<file path="src/rtl/gain_ramp_sat.sv">
// gain_ramp_sat: per-band power-of-two gain stage for the 5-band equaliser.
// Shifts each sample left (boost, saturating) or right (attenuate, floor)
// by the currently applied gain. The applied gain walks one 6 dB step at a
// time toward the requested target, one step per RAMP_LEN valid samples,
// so gain changes never produce an audible click.
module gain_ramp_sat #(
    parameter int DATA_W    = 16,
    parameter int GAIN_W    = 4,
    parameter int MAX_BOOST = 3,
    parameter int MAX_ATT   = 4,
    parameter int RAMP_LEN  = 32
) (
    input  logic              i_clk,
    input  logic              i_rst_n,
    input  logic              i_valid,
    input  logic [DATA_W-1:0] i_wave,
    input  logic [GAIN_W-1:0] i_gain,
    output logic              o_valid,
    output logic [DATA_W-1:0] o_wave,
    output logic              o_sat,
    output logic              o_ramping,
    output logic [GAIN_W-1:0] o_cur_gain
);

    // Boost needs MAX_BOOST guard bits so the unsaturated product is exact.
    localparam int PROD_W = DATA_W + MAX_BOOST;
    localparam int CNT_W  = (RAMP_LEN > 1) ? $clog2(RAMP_LEN) : 1;

    localparam logic [CNT_W-1:0]         CNT_LAST = CNT_W'(RAMP_LEN - 1);
    localparam logic signed [GAIN_W-1:0] GAIN_HI  = GAIN_W'(MAX_BOOST);
    localparam logic signed [GAIN_W-1:0] GAIN_LO  = GAIN_W'(-MAX_ATT);

    // Largest / smallest DATA_W values, expressed in the wide product domain.
    localparam logic signed [PROD_W-1:0] SAT_HI =
        {{(MAX_BOOST + 1){1'b0}}, {(DATA_W - 1){1'b1}}};
    localparam logic signed [PROD_W-1:0] SAT_LO =
        {{(MAX_BOOST + 1){1'b1}}, {(DATA_W - 1){1'b0}}};
    localparam logic [DATA_W-1:0] WAVE_MAX = {1'b0, {(DATA_W - 1){1'b1}}};
    localparam logic [DATA_W-1:0] WAVE_MIN = {1'b1, {(DATA_W - 1){1'b0}}};

    typedef enum logic [1:0] {
        IDLE    = 2'd0,
        RAMP_UP = 2'd1,
        RAMP_DN = 2'd2
    } state_t;

    // Gain control state
    state_t                   state_q, state_d;
    logic signed [GAIN_W-1:0] curGain_q, curGain_d;
    logic [CNT_W-1:0]         rampCnt_q, rampCnt_d;
    logic                     ramping_q, ramping_d;
    logic signed [GAIN_W-1:0] gainIn;
    logic signed [GAIN_W-1:0] tgtGain;
    logic signed [GAIN_W-1:0] stepGain;

    // Stage 1: captured sample plus the gain that was in force when it arrived
    logic                     s1Valid_q;
    logic [DATA_W-1:0]        s1Wave_q;
    logic signed [GAIN_W-1:0] s1Gain_q;

    // Stage 2a: shifted sample, still at full product width
    logic signed [PROD_W-1:0] waveExt;
    logic signed [PROD_W-1:0] shifted;
    logic [GAIN_W-1:0]        shAmt;
    logic                     s2Valid_q;
    logic signed [PROD_W-1:0] s2Prod_q;

    // Stage 2b: clamped result, which is what leaves the block
    logic [DATA_W-1:0]        satWave;
    logic                     satFlag;
    logic                     oValid_q;
    logic [DATA_W-1:0]        oWave_q;
    logic                     oSat_q;

    // Clamp the requested shift into the range the datapath supports.
    always_comb begin
        gainIn  = $signed(i_gain);
        tgtGain = gainIn;
        if (gainIn > GAIN_HI) begin
            tgtGain = GAIN_HI;
        end else if (gainIn < GAIN_LO) begin
            tgtGain = GAIN_LO;
        end
    end

    // Ramp FSM next state: step the applied gain toward the target once the
    // counter has seen RAMP_LEN valid samples, then pick the new direction.
    always_comb begin
        state_d   = state_q;
        curGain_d = curGain_q;
        rampCnt_d = rampCnt_q;
        stepGain  = curGain_q;
        unique case (state_q)
            IDLE: begin
                rampCnt_d = '0;
                if (tgtGain > curGain_q) begin
                    state_d = RAMP_UP;
                end else if (tgtGain < curGain_q) begin
                    state_d = RAMP_DN;
                end
            end
            RAMP_UP, RAMP_DN: begin
                if (i_valid) begin
                    if (rampCnt_q == CNT_LAST) begin
                        rampCnt_d = '0;
                        if (tgtGain > curGain_q) begin
                            stepGain = curGain_q + GAIN_W'(1);
                        end else if (tgtGain < curGain_q) begin
                            stepGain = curGain_q - GAIN_W'(1);
                        end
                        curGain_d = stepGain;
                        if (tgtGain > stepGain) begin
                            state_d = RAMP_UP;
                        end else if (tgtGain < stepGain) begin
                            state_d = RAMP_DN;
                        end else begin
                            state_d = IDLE;
                        end
                    end else begin
                        rampCnt_d = rampCnt_q + CNT_W'(1);
                    end
                end
            end
            default: begin
                state_d   = IDLE;
                rampCnt_d = '0;
            end
        endcase
        ramping_d = (state_d != IDLE);
    end

    // Ramp FSM registers; o_ramping is registered alongside the state.
    always_ff @(posedge i_clk) begin
        if (!i_rst_n) begin
            state_q   <= IDLE;
            curGain_q <= '0;
            rampCnt_q <= '0;
            ramping_q <= 1'b0;
        end else begin
            state_q   <= state_d;
            curGain_q <= curGain_d;
            rampCnt_q <= rampCnt_d;
            ramping_q <= ramping_d;
        end
    end

    // Stage 1: capture the sample with the pre-step gain.
    always_ff @(posedge i_clk) begin
        if (!i_rst_n) begin
            s1Valid_q <= 1'b0;
            s1Wave_q  <= '0;
            s1Gain_q  <= '0;
        end else begin
            s1Valid_q <= i_valid;
            if (i_valid) begin
                s1Wave_q <= i_wave;
                s1Gain_q <= curGain_q;
            end
        end
    end

    // Shift in the wide domain: left for boost, arithmetic right for cut.
    always_comb begin
        waveExt = {{MAX_BOOST{s1Wave_q[DATA_W-1]}}, s1Wave_q};
        shAmt   = '0;
        shifted = waveExt;
        if (s1Gain_q > 0) begin
            shAmt   = s1Gain_q;
            shifted = waveExt <<< shAmt;
        end else if (s1Gain_q < 0) begin
            shAmt   = -s1Gain_q;
            shifted = waveExt >>> shAmt;
        end
    end

    // Stage 2a: register the exact shifted value.
    always_ff @(posedge i_clk) begin
        if (!i_rst_n) begin
            s2Valid_q <= 1'b0;
            s2Prod_q  <= '0;
        end else begin
            s2Valid_q <= s1Valid_q;
            if (s1Valid_q) begin
                s2Prod_q <= shifted;
            end
        end
    end

    // Clip anything outside the DATA_W range and flag it.
    always_comb begin
        satWave = s2Prod_q[DATA_W-1:0];
        satFlag = 1'b0;
        if (s2Prod_q > SAT_HI) begin
            satWave = WAVE_MAX;
            satFlag = 1'b1;
        end else if (s2Prod_q < SAT_LO) begin
            satWave = WAVE_MIN;
            satFlag = 1'b1;
        end
    end

    // Stage 2b: output register; wave and sat hold while no sample emerges.
    always_ff @(posedge i_clk) begin
        if (!i_rst_n) begin
            oValid_q <= 1'b0;
            oWave_q  <= '0;
            oSat_q   <= 1'b0;
        end else begin
            oValid_q <= s2Valid_q;
            if (s2Valid_q) begin
                oWave_q <= satWave;
                oSat_q  <= satFlag;
            end
        end
    end

    assign o_valid    = oValid_q;
    assign o_wave     = oWave_q;
    assign o_sat      = oSat_q;
    assign o_ramping  = ramping_q;
    assign o_cur_gain = curGain_q;

    // The applied gain must stay inside the supported range.
    assert property (@(posedge i_clk) disable iff (!i_rst_n)
        (curGain_q >= GAIN_LO) && (curGain_q <= GAIN_HI));

    // The applied gain never moves by more than one step per clock.
    assert property (@(posedge i_clk) disable iff (!i_rst_n)
        (curGain_d == curGain_q) ||
        (curGain_d == curGain_q + GAIN_W'(1)) ||
        (curGain_d == curGain_q - GAIN_W'(1)));

endmodule
</file>
<file path="config.mk">
export PLATFORM = sky130hd
export DESIGN_NAME = gain_ramp_sat
export DESIGN_NICKNAME = d
export VERILOG_FILES = /design/src/rtl/gain_ramp_sat.sv
export SDC_FILE = /design/constraint.sdc
export NUM_CORES = 1
export LEC_CHECK = 0
export BUFFER_PORTS_ARGS = -buffer_cell sky130_fd_sc_hd__buf_2
export CAP_MARGIN = 20
export CORE_MARGIN = 3
export CORE_UTILIZATION = 45
export DETAILED_ROUTE_END_ITERATION = 16
export PLACE_DENSITY_LB_ADDON = 0.3
export SYNTH_ARGS = -nofsm -noshare
export SYNTH_HDL_FRONTEND = slang
export SYNTH_SLANG_ARGS = --single-unit
</file>
<file path="constraint.sdc">
create_clock -name i_clk -period 3.1 [get_ports i_clk]
set_input_delay 0.155 -clock i_clk [delete_from_list [all_inputs] [get_ports i_clk]]
set_output_delay 0.155 -clock i_clk [all_outputs]
set_load 0.05 [all_outputs]
</file>
==> flow_metrics.env <==
export IMPL_synth_cells=561
export IMPL_grt_use_met3_pct=5.05
export IMPL_max_cap_violations=0
export IMPL_fp_row_count=37
export IMPL_cp_required_ns=3.39
export IMPL_r2r_slack_ns=0.20
export IMPL_p_per_area_nw_per_um2=429
export IMPL_synth_area_um2=4800
export IMPL_avgRoutedWirePerCell_um=17.3
export IMPL_rsz0062_at_grt="false"
export IMPL_skew_ns=0.0128
export IMPL_arrival_ns=3.19
export IMPL_yosys_area_top_type="dfxtp_1"
export IMPL_grt_pass1_wl_mm=20.4
export IMPL_cts_root_buf="clkbuf_8"
export IMPL_antenna_found_initial=0
export IMPL_postCtsHoldBufs=0
export IMPL_critPathCaptureType="flip-flop"
export IMPL_synth_seq_area_share_pct=29.6
export IMPL_min_path_type="in -> reg"
export IMPL_die_h_um=109
export IMPL_clockBufferDepth=2
export IMPL_drcViolationCount=0
export IMPL_slowest_stage="dfxtp_4"
export IMPL_antenna_cells=0
export IMPL_fin_tns_setup_ns=0
export IMPL_top_usage_layer="met2"
export IMPL_post_route_period_util_pct=93.6
export IMPL_power_switching_uw=634
export IMPL_synth_top_flop_cell="dfxtp_1"
export IMPL_io_pins=46
export IMPL_gp_congestion=0.931
export IMPL_yosys_register_bits=71
export IMPL_clk_pin_slew_ns=0.08
export IMPL_synth_nets=599
export IMPL_use_met2_pct=31.9
export IMPL_netlist_top_cells_count="dfxtp_1 (71), o21ai_0 (54), a21oi_1 (49)"
export IMPL_pwr_share_clk_pct=40.9
export IMPL_synth_avg_cell_area_um2=8.56
export IMPL_min_period_ns=2.90
export IMPL_clock_latency_ns=0.36
export IMPL_async_reset_ff_share_pct=0
export IMPL_routed_via_density=5.88
export IMPL_finalWirelength_mm=12.5
export IMPL_holdPathStages=3
export IMPL_numClockSinks=71
export IMPL_ff2ff_path_depth=13
export IMPL_status="finished, final reports clean"
export IMPL_h_tree_depth=3
export IMPL_dr_first_iter_drc_count=315
export IMPL_grt_max_degree=41
export IMPL_seqPwrFrac_pct=43.9
export IMPL_fmax_mhz=345
export IMPL_core_area_um2=10400
export IMPL_cts_tree="yes"
export IMPL_r2r_start="o_cur_gain[1]"
export IMPL_firstDrtPassIters=4
export IMPL_fin_nets=620
export IMPL_first_global_vias=3935
export IMPL_slew_violations=0
export IMPL_fill_cells=1037
export IMPL_drive_above_1_share_pct=21.0
export IMPL_ant_nets=0
export IMPL_yosysTopAreaCellShare_pct=29.6
export IMPL_die_w_um=109
export IMPL_track_usage_pct=21.7
export IMPL_p_int_uw=1660
export IMPL_finalHoldViolCount=0
export IMPL_worst_pin_slew_ns=0.869
export IMPL_holdWs_ns=0.0242
export IMPL_worstSetupStartpointType="flip-flop"
export IMPL_cts_buffers=9
export IMPL_die_area_um2=11900
export IMPL_yosys_top_cells_area="dfxtp_1 (30%), mux4_2 (8.4%), mux2i_1 (7.5%), o21ai_0 (5.6%), a21oi_1 (5.1%)"
export IMPL_start_util_pct=46.3
export IMPL_hold_path_endpoint="s1Wave_q[6]"
export IMPL_p_leak_uw=0.00208
export IMPL_vdd_ir_drop_max_uv=230
export IMPL_pwr_share_comb_pct=15.2
export IMPL_path_max_fanout=7
export IMPL_synth_edf_count=0
export IMPL_slew_headroom_pct=42.0
export IMPL_syn_to_final_growth_pct=11.6
export IMPL_path_class="reg -> reg"
export IMPL_switching_share_pct=27.6
export IMPL_min_delay_start="i_wave[6]"
export IMPL_r2r_end="o_ramping"
export IMPL_path_cells="inv_1, ha_1, nor2b_1, o21ai_2, nand2_2, and3_1, a311oi_2, ha_1, nor2b_1, o211ai_1, nand2_1, o221a_2, a21oi_1"
export IMPL_io_buffers=45
export IMPL_dp_hpwl_mm=8.78
export IMPL_met1_usage_pct=31.3
export IMPL_synth_most_common_cell="dfxtp_1"
export IMPL_dr_total_vias=4251
export IMPL_setup_viol=0
export IMPL_yosys_warnings=0
export IMPL_overflow=0
export IMPL_worst_path_largest_cell_delay_ns=0.39
export IMPL_ys_types=57
## timing repair
action / in CTS / in global routing
endpoints found under the hold margin: 0 / 0
setup buffers: 0 / 1
gates resized for setup: 0 / 5
endpoints found under the setup margin: 0 / 3
## logic make-up (layout without fill, tap and decap cells)
family,after synthesis,after routing,share of synthesized area (%)
flops,71,71,29.6
compound gates,168,168,21.6
fa+ha+maj,15,15,3.91
xor+xnor,6,6,1.09
mux,70,70,20.6
buf+inv,71,97,6.64
simple gates,160,160,16.5
## per-layer routing
| layer | wire [um] | part of all wire, % | vias up |
|---|---|---|---|
| met4 | 192 | 1.5 | 0 |
| met3 | 773 | 6.2 | 17 |
| li1 | - | - | 2107 |
| met2 | 5460 | 44 | 134 |
| met5 | 0 | 0 | - |
| met1 | 6060 | 49 | 1993 |
## power by group through the flow
stage / Clock [uW] / Sequential, uW / Combinational, uW
floorplan: 0 / 1040 / 233
global placement: 0 / 1030 / 332
detailed placement: 0 / 1030 / 340
CTS: 961 / 1010 / 343
global route: 1000 / 1020 / 384
finish: 940 / 1010 / 349
## sequential cells by signal (all words and copies together), names as in the netlist
register    flops
o_cur_gain      4
o_ramping       1
o_sat           1
o_valid         1
o_wave         16
rampCnt_q       5
s1Gain_q        4
s1Valid_q       1
s1Wave_q       16
s2Prod_q       19
s2Valid_q       1
state_q         2
## final cells by class
type	instances	area, um^2	area share [%]
Multi-Input combinational cell	419	3080	57.4
Sequential cell	71	1430	26.6
Timing Repair Buffer	64	368	6.86
Tap cell	136	170	3.18
Clock buffer	10	138	2.57
Clock inverter	6	116	2.17
Inverter	17	63.8	1.19
## critical path: cells and delay by family, from the launching register on
kind / cells / cell delay (ns)
AO/OA/AOI/OAI: 5 / 1.02
adder cells (fa/ha/maj): 2 / 0.60
buffers and inverters: 1 / 0.08
flip-flops: 1 / 0.39
AND/OR/NAND/NOR: 5 / 0.75
## placed cells by master, fill, tap and decap left out, types with 3 or more instances in the layout
master     Yosys  routed
a21oi_1       49      49
nor3_1         7       7
and2_1         6       6
nand2b_1      19      19
or3_1          4       4
mux4_2        18      18
mux2_2        13      13
a221oi_1       5       5
nand2_1       36      35
a21o_1         4       4
o21ai_0       54      54
bufinv_16      0       3
mux4_1         3       3
o221ai_1       5       5
mux2i_1       36      36
xnor2_1        4       4
o21a_1         5       5
a22oi_1        3       3
ha_1          15      15
a31oi_1       11      11
o31ai_1        3       3
buf_4          4      19
o211ai_1       7       7
inv_1         17      17
nand4_1        3       3
clkbuf_8       0      10
dfxtp_1       71      69
nor2b_1       10       9
nand3_1       15      15
buf_2         12      45
nor4_1         7       7
nor2_1        43      43
o221a_2        3       3
## metrics by stage
step,instances,power (uW),util (%),setup slack (ns),instance area (um^2)
2_1_floorplan,561,1270,-,0.0705,4800
3_3_place_gp,706,1360,49.0,0.114,5080
3_5_place_dp,706,1370,49.0,0.00928,5080
4_1_cts,722,2310,51.4,0.112,5330
5_1_grt,723,2400,51.7,0.000490,5360
6_report,723,2300,51.7,0.199,5360
## how the worst max path moves through the flow
stage / start / to
floorplan: o_cur_gain[2] / o_ramping
global placement: i_gain[3] / o_ramping
detailed placement: i_gain[3] / o_ramping
CTS: o_cur_gain[1] / o_ramping
global route: o_cur_gain[1] / o_ramping
finish: o_cur_gain[1] / o_ramping
No activity file was read; power rests on OpenSTA's default activity.
